===== src/rtl/glow_pkg.sv =====
// Shared types and helpers for the glow-cell bank scheduler.
package glow_pkg;

    typedef enum logic [2:0] {
        ST_IDLE,
        ST_ERASE,
        ST_SETTLE,
        ST_CHARGE,
        ST_DONE
    } glow_state_t;

    localparam logic [7:0] SENSE_DARK = 8'hff;

    function automatic int unsigned cell_idx_w(input int unsigned n);
        return (n > 1) ? $clog2(n) : 1;
    endfunction

endpackage


===== src/rtl/glow_refresh_timer.sv =====
// Free-running refresh slot timer; pulses once per REFRESH_CYCLES and walks a
// round-robin cell pointer.
module glow_refresh_timer
    import glow_pkg::*;
#(
    parameter int unsigned NUM_CELLS      = 4,
    parameter int unsigned REFRESH_CYCLES = 8000000
) (
    input  logic                                clk,
    input  logic                                reset,
    output logic                                tick,
    output logic [cell_idx_w(NUM_CELLS)-1:0]    ptr
);

    localparam int unsigned IW = cell_idx_w(NUM_CELLS);

    logic [31:0] cnt;

    assign tick = (cnt == 32'(REFRESH_CYCLES - 1));

    // NUM_CELLS is a power of two, so the pointer wraps naturally.
    always_ff @(posedge clk or posedge reset) begin
        if (reset) begin
            cnt <= '0;
            ptr <= '0;
        end else if (tick) begin
            cnt <= '0;
            ptr <= ptr + IW'(1);
        end else begin
            cnt <= cnt + 32'd1;
        end
    end

endmodule


===== src/rtl/glow_bank_scheduler.sv =====
// Sequences erase/charge/refresh of glow byte cells over one shared LED path;
// only one bank is ever lit.
module glow_bank_scheduler
    import glow_pkg::*;
#(
    parameter int unsigned NUM_CELLS      = 4,
    parameter int unsigned CHARGE_CYCLES  = 4000000,
    parameter int unsigned REFRESH_CYCLES = 8000000,
    parameter int unsigned ERASE_TIMEOUT  = 16000000
) (
    input  logic                                clk,
    input  logic                                reset,
    input  logic                                wr_req,
    input  logic [cell_idx_w(NUM_CELLS)-1:0]    wr_addr,
    input  logic [7:0]                          wr_data,
    output logic                                wr_ack,
    input  logic [7:0]                          sense,
    output logic [cell_idx_w(NUM_CELLS)-1:0]    sel,
    output logic [NUM_CELLS-1:0]                led_en,
    output logic [7:0]                          glow_leds,
    output logic [NUM_CELLS-1:0]                busy,
    output logic                                err
);

    localparam int unsigned IW = cell_idx_w(NUM_CELLS);
    typedef logic [IW-1:0] idx_t;

    glow_state_t          state, state_d;
    logic [31:0]          cnt, cnt_d;
    logic [7:0]           shadow    [NUM_CELLS];
    logic [7:0]           pend_data [NUM_CELLS];
    logic [NUM_CELLS-1:0] pend, pend_d;
    logic [NUM_CELLS-1:0] ref_due, due_d;
    logic [NUM_CELLS-1:0] zero_due;
    logic                 tick;
    idx_t                 ptr;
    logic                 pend_hit, due_hit;
    idx_t                 pend_idx, due_idx;
    logic                 pick_pend, pick_ref, err_set;
    logic [NUM_CELLS-1:0] led_en_d;
    logic [7:0]           glow_d;

    glow_refresh_timer #(
        .NUM_CELLS      (NUM_CELLS),
        .REFRESH_CYCLES (REFRESH_CYCLES)
    ) u_refresh_timer (
        .clk   (clk),
        .reset (reset),
        .tick  (tick),
        .ptr   (ptr)
    );

    // Lowest-index arbitration over pending writes and due refreshes.
    always_comb begin
        pend_hit = 1'b0;
        pend_idx = '0;
        due_hit  = 1'b0;
        due_idx  = '0;
        zero_due = '0;
        for (int unsigned i = 0; i < NUM_CELLS; i++) begin
            if (pend[i] && !pend_hit) begin
                pend_hit = 1'b1;
                pend_idx = idx_t'(i);
            end
            if (ref_due[i] && (shadow[i] != '0) && !due_hit) begin
                due_hit = 1'b1;
                due_idx = idx_t'(i);
            end
            zero_due[i] = ref_due[i] && (shadow[i] == '0);
        end
    end

    always_comb begin
        state_d   = state;
        cnt_d     = cnt + 32'd1;
        pick_pend = 1'b0;
        pick_ref  = 1'b0;
        err_set   = 1'b0;
        unique case (state)
            ST_IDLE: begin
                cnt_d = '0;
                if (pend_hit) begin
                    pick_pend = 1'b1;
                    state_d   = ST_ERASE;
                end else if (due_hit) begin
                    pick_ref = 1'b1;
                    state_d  = ST_SETTLE;
                end
            end
            ST_ERASE: begin
                if (sense == SENSE_DARK) begin
                    state_d = ST_SETTLE;
                end else if (cnt == 32'(ERASE_TIMEOUT - 1)) begin
                    err_set = 1'b1;
                    state_d = ST_SETTLE;
                end
            end
            ST_SETTLE: begin
                cnt_d   = '0;
                state_d = (shadow[sel] == '0) ? ST_DONE : ST_CHARGE;
            end
            ST_CHARGE: begin
                if (cnt == 32'(CHARGE_CYCLES - 1)) state_d = ST_DONE;
            end
            ST_DONE:  state_d = ST_IDLE;
            default:  state_d = ST_IDLE;
        endcase

        // CHARGE is only entered from SETTLE, so sel and its shadow are stable here.
        led_en_d = '0;
        glow_d   = '0;
        if (state_d == ST_CHARGE) begin
            led_en_d[sel] = 1'b1;
            glow_d        = shadow[sel];
        end
    end

    // Refresh marks first, pickup clears next, a new write always lands last.
    always_comb begin
        pend_d = pend;
        due_d  = ref_due;
        if (tick && !(wr_req && (wr_addr == ptr))) due_d[ptr] = 1'b1;
        if (pick_pend) begin
            pend_d[pend_idx] = 1'b0;
            due_d[pend_idx]  = 1'b0;
        end
        if (pick_ref) due_d[due_idx] = 1'b0;
        if ((state == ST_IDLE) && !pend_hit) due_d = due_d & ~zero_due;
        if (wr_req) pend_d[wr_addr] = 1'b1;
    end

    always_comb begin
        busy = pend;
        if (state != ST_IDLE) busy[sel] = 1'b1;
    end

    always_ff @(posedge clk or posedge reset) begin
        if (reset) state <= ST_IDLE;
        else       state <= state_d;
    end

    always_ff @(posedge clk or posedge reset) begin
        if (reset) begin
            cnt       <= '0;
            sel       <= '0;
            pend      <= '0;
            ref_due   <= '0;
            err       <= 1'b0;
            wr_ack    <= 1'b0;
            led_en    <= '0;
            glow_leds <= '0;
            for (int unsigned i = 0; i < NUM_CELLS; i++) begin
                shadow[i]    <= '0;
                pend_data[i] <= '0;
            end
        end else begin
            cnt       <= cnt_d;
            wr_ack    <= wr_req;
            led_en    <= led_en_d;
            glow_leds <= glow_d;
            pend      <= pend_d;
            ref_due   <= due_d;
            if (err_set) err <= 1'b1;
            if (pick_pend) begin
                sel              <= pend_idx;
                shadow[pend_idx] <= pend_data[pend_idx];
            end else if (pick_ref) begin
                sel <= due_idx;
            end
            if (wr_req) pend_data[wr_addr] <= wr_data;
        end
    end

endmodule

===== config.mk =====
export PLATFORM = sky130hd
export DESIGN_NAME = glow_bank_scheduler
export DESIGN_NICKNAME = d
export VERILOG_FILES = /design/src/rtl/glow_pkg.sv /design/src/rtl/glow_refresh_timer.sv /design/src/rtl/glow_bank_scheduler.sv
export SDC_FILE = /design/constraint.sdc
export NUM_CORES = 1
export LEC_CHECK = 0
export ABC_AREA = 1
export CAP_MARGIN = 20
export CORE_ASPECT_RATIO = 0.5
export CORE_UTILIZATION = 55
export CTS_CLUSTER_DIAMETER = 200
export CTS_CLUSTER_SIZE = 40
export DETAILED_ROUTE_END_ITERATION = 7
export GPL_TIMING_DRIVEN = 0
export PLACE_DENSITY = 0.85
export SLEW_MARGIN = 15
export SYNTH_ARGS = -nofsm -noshare
export SYNTH_HDL_FRONTEND = slang
export SYNTH_HIERARCHICAL = 1
export SYNTH_SLANG_ARGS = --single-unit

===== constraint.sdc =====
create_clock -name clk -period 6.2 [get_ports clk]
set_input_delay 1.24 -clock clk [delete_from_list [all_inputs] [get_ports clk]]
set_output_delay 1.24 -clock clk [all_outputs]
set_load 0.1 [all_outputs]

## After elaboration in Yosys (flattened, before gate mapping)

Cells that the tools add are included.

- Output and inout port bits: 20
- Register bits: 157
- Word-level logic and storage cells: 168

- $add $sub $neg: 3
- Multiplexer cells: 64
- Bitwise gates (word level): 13
- Magnitude comparators: 15
- Eq/ne operators: 9
- Reduce and logical (&&, ||, !) cells: 45

Operators with widths:

| kind | count |
|---|---|
| adder 32 x 1 -> 32 bit (second input constant) | 2 |
| bitwise mux 32 bit | 2 |
| 2-to-1 mux 32 bit | 2 |
| 2-to-1 mux 8 bit | 7 |
| zero test 8 bit | 5 |
| binary-select mux 8 bit (select 2 bit) | 2 |
| demux 8 bit (select 2 bit) | 2 |
| equality test 32 x 22 -> 1 bit (second input constant) | 1 |
| equality test 32 x 23 -> 1 bit (second input constant) | 1 |
| equality test 32 x 24 -> 1 bit (second input constant) | 1 |
| 2-to-1 mux 4 bit | 8 |
| nonzero test 8 bit | 4 |
| logical AND 1 bit | 24 |
| 2-to-1 mux 1 bit | 23 |
| 2-to-1 mux 3 bit | 6 |
| AND 4 bit | 4 |
| < comparator 2 x 3 -> 1 bit (second input constant) | 5 |
| 2-to-1 mux 2 bit | 6 |
| NOT 4 bit | 3 |
| bitwise OR 4 bit | 3 |
| one-hot mux 3 bit (4 select lines) | 1 |
| demux 1 bit (select 2 bit) | 5 |
| greater-or-equal comparator 2 x 1 -> 1 bit (second input constant) | 5 |
| equality test 3 x 2 -> 1 bit (second input constant) | 3 |
| other kinds (12) | 24 |

## Logic depth before layout (Yosys ltp)

Gate-level depths: netlist of the first run.

- Word-level depth: 21
- Depth in mapped cells: 11
- Mapped depth without buffers: 11

## By module

The synthesis of the first run kept the hierarchy.

By module, submodules not included:

| module | times used | cells an instance | sequential area each (sq um) | area each (sq um) |
|---|---|---|---|---|
| glow_bank_scheduler | 1 | 824 | 3078.0 | 6142.1 |
| glow_refresh_timer | 1 | 316 | 850.8 | 2199.6 |

## Worst setup path after synthesis of the first run

OpenSTA, ideal clock, no wires.

- Path kind: register to output
- Start point: register sel[0]
- End point: output port busy[0]
- Slack: 1.434 ns
- Arrival: 3.526 ns
- Required time: 4.960 ns
- Cell stages (with the launch flop): 5
- Cell sequence: dfrtp_1 -> buf_4 -> nor2_2 -> inv_1 -> o21ai_0

- Longest elaborated chain between the ends: 6
- Elaborated cells on any way between the ends: 7
- Those cells by class: order compare (2); mux (3); bitwise (1); reduce/logical (1)

Ends and longest elaborated chain:

| element | RTL line | text |
|---|---|---|
| start: declaration | glow_bank_scheduler.sv:18 | `output logic [cell_idx_w(NUM_CELLS)-1:0] sel,` |
| start signal: assignment | glow_bank_scheduler.sv:165 | `sel <= pend_idx;` |
| start signal: assignment | glow_bank_scheduler.sv:168 | `sel <= due_idx;` |
| < comparator 2 x 3 -> 1 bit (not written as such) or greater-or-equal comparator 2 x 1 -> 1 bit (tied branches) | glow_bank_scheduler.sv:134 | `if (state != ST_IDLE) busy[sel] = 1'b1;` |
| logical AND 1 bit (not written as such) | glow_bank_scheduler.sv:134 |  |
| 2-to-1 mux 1 bit (not written as such) | glow_bank_scheduler.sv:134 |  |
| demux 1 bit (select 2 bit) (*) | glow_bank_scheduler.sv:134 |  |
| bitwise OR 4 bit (no source line) (*) | -- |  |
| 2-to-1 mux 4 bit (*) | glow_bank_scheduler.sv:134 |  |
| end: declaration | glow_bank_scheduler.sv:21 | `output logic [NUM_CELLS-1:0] busy,` |

Every way passes the cells marked *; elsewhere a longest branch is shown, timed or not.

## Worst setup path after layout of the first run

Ends and elaborated chain as after synthesis.

==> results_dict.tcl, run 1 <==
set metrics [dict create \
    synth_flop_cell "dfrtp_1" \
    syn-instance-count 1140 \
    grt_pass1_vias 7243 \
    crit_fanout 10 \
    final_hold_viol_count 0 \
    synthMuxAreaShare 0 \
    synth_compound_area_frac 0.0888 \
    ys_seq_area_frac 0.471 \
    worstHoldPathType "flip-flop to flip-flop" \
    worstMarginPinSlew_ns 0.965 \
    dieArea_mm2 0.0157 \
    nets 1223 \
    dr.first_iter.drc_count 592 \
    cts_tree "built" \
    die_h_um 89.1 \
    wl_um 20900 \
    synth_edf_count 0 \
    routed_via_density 5.44 \
    maxCapViolCount 0 \
    drtAntennaViolNets 0 \
    worst_ep_required_time_ns 4.96 \
    synthTopCellsByArea "dfrtp_1 (47%), nand2_1 (16%), nor2_1 (8.1%)" \
    yosys.area.top_type "dfrtp_1" \
    port_buffers 40 \
    layout-drive-gt1-share 0.0627 \
    clkSinkCount 157 \
    antenna_cells 0 \
    r2r_setup_slack_ns 4.01 \
    yosys.cell_types.count 36 \
    post-route-period-util 0.679 \
    skew_ns 0.0107 \
    reg2reg_depth 8 \
    vdd_drop_max_mv 0.203 \
    power_mw 2.24 \
    start_util 0.570 \
    ctsHoldBuffers 0 \
    hold_path_depth 1 \
    rsz0062_at_grt "no" \
    synthToLayoutAreaGrowth_pct 15.2 \
    cts_buffers 17 \
    num_vias 7669 \
    syn_area_mm2 0.00834 \
    cp_num_buf_inv 3 \
    synth_commonest_cells "nand2_1 (358), nor2_1 (180), dfrtp_1 (157)" \
    post_cts_buffers 0 \
    gp_congestion 1.01 \
    rr_startpoint "pend[0]" \
    clk_pin_slew_ns 0.07 \
    p_leak_nw 4.88 \
    relSlewSlack 0.355 \
    layout_setup_ws_ns 1.99 \
    post-route-min-period_ns 4.21 \
    r2r_end "shadow[2]" \
    slowest_stage "clkdlybuf4s50_1" \
    power_density_mw_per_mm2 233 \
    ctsResizeCount 0 \
    synth_xor_area_frac 0.0273 \
    path_class "flip-flop to output pin" \
    drc 0 \
    status "finished clean" \
    clkLatencyLatePin_ns 0.43 \
    grt_max_degree 64 \
    cp.arrival_ns 2.97 \
    min_from "cnt[0]" \
    rows 31 \
    holdPathEnd "cnt[0]" \
    dpl_cell_area_mm2 0.00902 \
    path_delay_family "buffers and inverters" \
    grt_antenna_before_repair 0 \
    grt_pass1_wl_um 34400 \
    dr.pass1.iters 7 \
    crit_chain "buf_4, nor2_2, inv_1, o21ai_0, clkdlybuf4s50_1" \
    synth_fp_nets 1163 \
    tns_ns 0 \
    grt_use_total 0.281 \
    grt_overflow_total 0 \
    worst_setup_path_start_kind "flip-flop" \
    final_max_slew_viol_count 0 \
    io_pins 41 \
    synth-seq-cells 157 \
    htree_levels 4 \
    timing.fmax_mhz 238 \
    synth_most_common_cell "nand2_1" \
    syn_area_per_cell_um2 7.32 \
    fin_area_mm2 0.00961 \
    die_x_um 176 \
    synth_fa_ha_area_frac 0.00300 \
    synth_top_family_by_area "simple AND/OR/NAND/NOR gates" \
    yosysWarnings 6 \
    endpoint_kind "output pin" \
    core_area_mm2 0.0146 \
    max_stage_delay_ns 1.17 \
    hpwl_um 15100 \
    routedWlPerCell_um 14.8 \
    clockBufferDepth 2 \
    finalSetupViolCount 0 \
    pre_cts_ws_ns 2.47 \
    yosysTopAreaCellShare 0.471 \
    async_flop_share 1.00 \
    fin_util 0.657 \
    cts-root-buf "clkbuf_16" \
    synthSimpleGateAreaFrac 0.340 \
]
[cell families (layout without fill, tap and decap cells)]
logic type	Yosys count	count (layout)
AND/OR/NAND/NOR	667	667
flip-flops	157	157
XOR/XNOR	26	26
AO/OA/AOI/OAI	137	137
buffers and inverters	151	224
adder cells (fa/ha/maj)	2	2
[routing by layer]
layer  part of all wire  global-route usage  up-vias
li1                   -                   -     3718
met1               0.42               0.338     3613
met2               0.49               0.503      289
met3              0.068              0.0621       49
met4              0.021               0.113        0
met5                  0                   0        -
[sequential cells by signal (all words and copies together) (netlist names)]
| register | count |
|---|---|
| cnt | 32 |
| err | 1 |
| glow_leds | 8 |
| led_en | 4 |
| pend | 4 |
| pend_data | 32 |
| ref_due | 4 |
| sel | 2 |
| shadow | 32 |
| state | 3 |
| u_refresh_timer/cnt | 32 |
| u_refresh_timer/ptr | 2 |
| wr_ack | 1 |
[stage by stage]
step                instances  hold slack (ns)
detailed placement       1379            0.459
finish                   1411            0.463
floorplan                1140            0.433
global route             1411            0.476
CTS                      1411            0.468
global placement         1378            0.448
[how the worst max path moves through the flow]
stage / startpoint / to / slack [ns] / cells after the start
3_5_place_dp: sel[0] / busy[0] / 2.47 / 5
4_1_cts: sel[0] / busy[0] / 2.01 / 5
3_3_place_gp: reset / cnt[2] / 0.06 / 2
6_report: sel[0] / busy[0] / 1.99 / 5
2_1_floorplan: sel[0] / busy[0] / 1.43 / 4
5_1_grt: sel[0] / busy[0] / 1.96 / 5
[report_power, final]
group          leakage (nW)  internal, mW  total (mW)  switching, mW
Clock                 0.290         0.581        1.06          0.482
Sequential             2.08          1.06        1.08         0.0189
Combinational          2.51        0.0358       0.105         0.0691
Total                  4.88          1.67        2.24          0.570
[layout make-up]
| type | count | area [um^2] |
|---|---|---|
| repair buffers | 41 | 428 |
| well taps | 198 | 248 |
| clock buffers | 18 | 439 |
| flip-flops and latches | 157 | 3930 |
| multi-input cells | 832 | 3830 |
| fillers | 1207 | 5010 |
| clock inverters | 14 | 149 |
| inverters | 132 | 500 |
| plain buffers | 19 | 88.8 |
[cells in the final DEF (no fill, tap or decap), types with 7 or more instances in the layout]
cell / instances
a31oi_1: 11
nand3_1: 61
inv_1: 126
clkdlybuf4s50_1: 40
nand4_1: 8
dfrtp_1: 157
nor2_1: 180
nor3_1: 22
nand2_1: 358
xor2_1: 19
clkbuf_1: 11
o21ai_0: 74
xnor2_1: 7
a21oi_1: 35
nor2_4: 9
clkbuf_16: 17
No activity file was read; power rests on OpenSTA's default activity.
==> run 2, diff against run 1 <==
--- a/config.mk
+++ b/config.mk
@@ -13,7 +13,7 @@
 export CTS_CLUSTER_SIZE = 40
 export DETAILED_ROUTE_END_ITERATION = 7
 export GPL_TIMING_DRIVEN = 0
-export PLACE_DENSITY = 0.85
+export PLACE_DENSITY = 0.88
 export SLEW_MARGIN = 15
 export SYNTH_ARGS = -nofsm -noshare
 export SYNTH_HDL_FRONTEND = slang
==> constraint.sdc (replaced) <==
create_clock -name clk -period 3.5 [get_ports clk]
set_input_delay 0.7 -clock clk [delete_from_list [all_inputs] [get_ports clk]]
set_output_delay 0.7 -clock clk [all_outputs]
set_load 0.1 [all_outputs]
==> run 2 against run 1 <==
Net effect:
- cell area grew 0.46%
- sequential power grew 77%
- final cell count grew 0.21%
- sequential share of layout area shrank 0.19 points
- clock skew shrank 0.0011 ns
- via count shrank 0.21%
- non-clock buffer count grew 3
- first-iteration DRC count grew 2.0%
- critical path depth shrank 1
- critical path type unchanged
==> results_dict.tcl, run 2 (synthesized netlist as in run 1, its figures left out) <==
set metrics [dict create \
    status "finished clean" \
    hold_path_depth 1 \
    crit_fanout 10 \
    hpwl_um 15300 \
    finalSetupViolCount 0 \
    drtAntennaViolNets 0 \
    fin_area_mm2 0.00965 \
    most-common-layout-cells "nand2_1 (358), nor2_1 (180), dfrtp_1 (157)" \
    layout_setup_ws_ns 0.0824 \
    multiInputGateArea_mm2 0.00383 \
    grt_antenna_before_repair 0 \
    final_max_slew_viol_count 0 \
    fillCellCount 1230 \
    clkLatencyLatePin_ns 0.43 \
    core_area_mm2 0.0146 \
    drc 0 \
    pre_cts_ws_ns 0.395 \
    skew_ns 0.00962 \
    cts_buffers 17 \
    ff_latch_area_mm2 0.00393 \
    port_buffers 40 \
    post-route-period-util 0.976 \
    fin_util 0.660 \
    htree_levels 4 \
    reg2reg_depth 8 \
    start_util 0.570 \
    routedWlPerCell_um 14.4 \
    worst_setup_path_start_kind "flip-flop" \
    cp.arrival_ns 2.72 \
    dieArea_mm2 0.0157 \
    dpl_cell_area_mm2 0.00908 \
    timing.fmax_mhz 293 \
    power_mw 3.92 \
    routed_via_density 5.41 \
    final_hold_viol_count 0 \
    antenna_cells 0 \
    dr.first_iter.drc_count 604 \
    die_x_um 176 \
    rows 31 \
    die_h_um 89.1 \
    p_leak_nw 4.89 \
    worstHoldPathType "flip-flop to flip-flop" \
    maxCapViolCount 0 \
    synthToLayoutAreaGrowth_pct 15.7 \
    tns_ns 0 \
    vdd_drop_max_mv 0.377 \
    grt_overflow_total 0 \
    dr.pass1.iters 6 \
    power_density_mw_per_mm2 406 \
    post-route-min-period_ns 3.42 \
    clockBufferDepth 2 \
    grt_pass1_wl_um 33700 \
    endpoint_kind "output pin" \
    post_cts_buffers 0 \
    grt_use_total 0.277 \
    cts-root-buf "clkbuf_16" \
    layout-drive-gt1-share 0.0650 \
    nets 1226 \
    relSlewSlack 0.354 \
    gp_congestion 1.00 \
    clkSinkCount 157 \
    clk_pin_slew_ns 0.07 \
    worstMarginPinSlew_ns 0.966 \
    worst_ep_required_time_ns 2.80 \
    grt_pass1_vias 7208 \
    cts_tree "built" \
    grt_max_degree 40 \
    wl_um 20400 \
    path_class "flip-flop to output pin" \
    rsz0062_at_grt "no" \
    final_common_cell "nand2_1" \
    io_pins 41 \
    num_vias 7653 \
]
run 2: layer usage:
layer | wire (um) | global-route usage | vias up | part of all wire
met5 | 0 | 0 | - | 0
met3 | 1260 | 0.0510 | 61 | 0.062
li1 | - | - | 3727 | -
met4 | 592 | 0.125 | 0 | 0.029
met1 | 8550 | 0.333 | 3559 | 0.42
met2 | 9990 | 0.496 | 306 | 0.49
run 2: timing repair:
action	CTS	global route
resized for setup	1	0
setup endpoints to repair	1	0
hold buffers	0	0
run 2: final timing paths:
path / startpoint / endpoint / slack [ns]
max: sel[1] / busy[2] / 0.08
min: cnt[0] / cnt[0] / 0.46
max reg2reg: pend[0] / shadow[18] / 1.40
min reg2reg: cnt[0] / cnt[0] / 0.46
max in group asynchronous: reset / u_refresh_timer/cnt[9] / 2.24
min in group asynchronous: reset / pend_data[12] / 0.62
run 2: per-stage QoR:
stage | cells | hold slack, ns
2_1_floorplan | 1140 | 0.433
3_3_place_gp | 1378 | 0.449
3_5_place_dp | 1382 | 0.453
4_1_cts | 1414 | 0.461
5_1_grt | 1414 | 0.471
6_report | 1414 | 0.463
run 2: critical path: stages, from the launching register on:
cell             delay, ns
dfrtp_1               0.48
buf_2                 0.26
nand2_1               0.16
o21ai_1               0.22
clkdlybuf4s50_1       1.16
run 2: power breakdown:
group	switching, mW	internal [mW]
clock	0.820	1.00
combinational	0.120	0.0701
sequential	0.0323	1.87
total	0.973	2.95
run 2: area by class of cell:
| type | instances | area share |
|---|---|---|
| repair buffers | 44 | 0.0504 |
| flip-flops and latches | 157 | 0.407 |
| multi-input cells | 832 | 0.397 |
| well taps | 198 | 0.0257 |
| clock buffers | 17 | 0.0441 |
| clock inverters | 15 | 0.0154 |
| plain buffers | 19 | 0.00920 |
| inverters | 132 | 0.0517 |
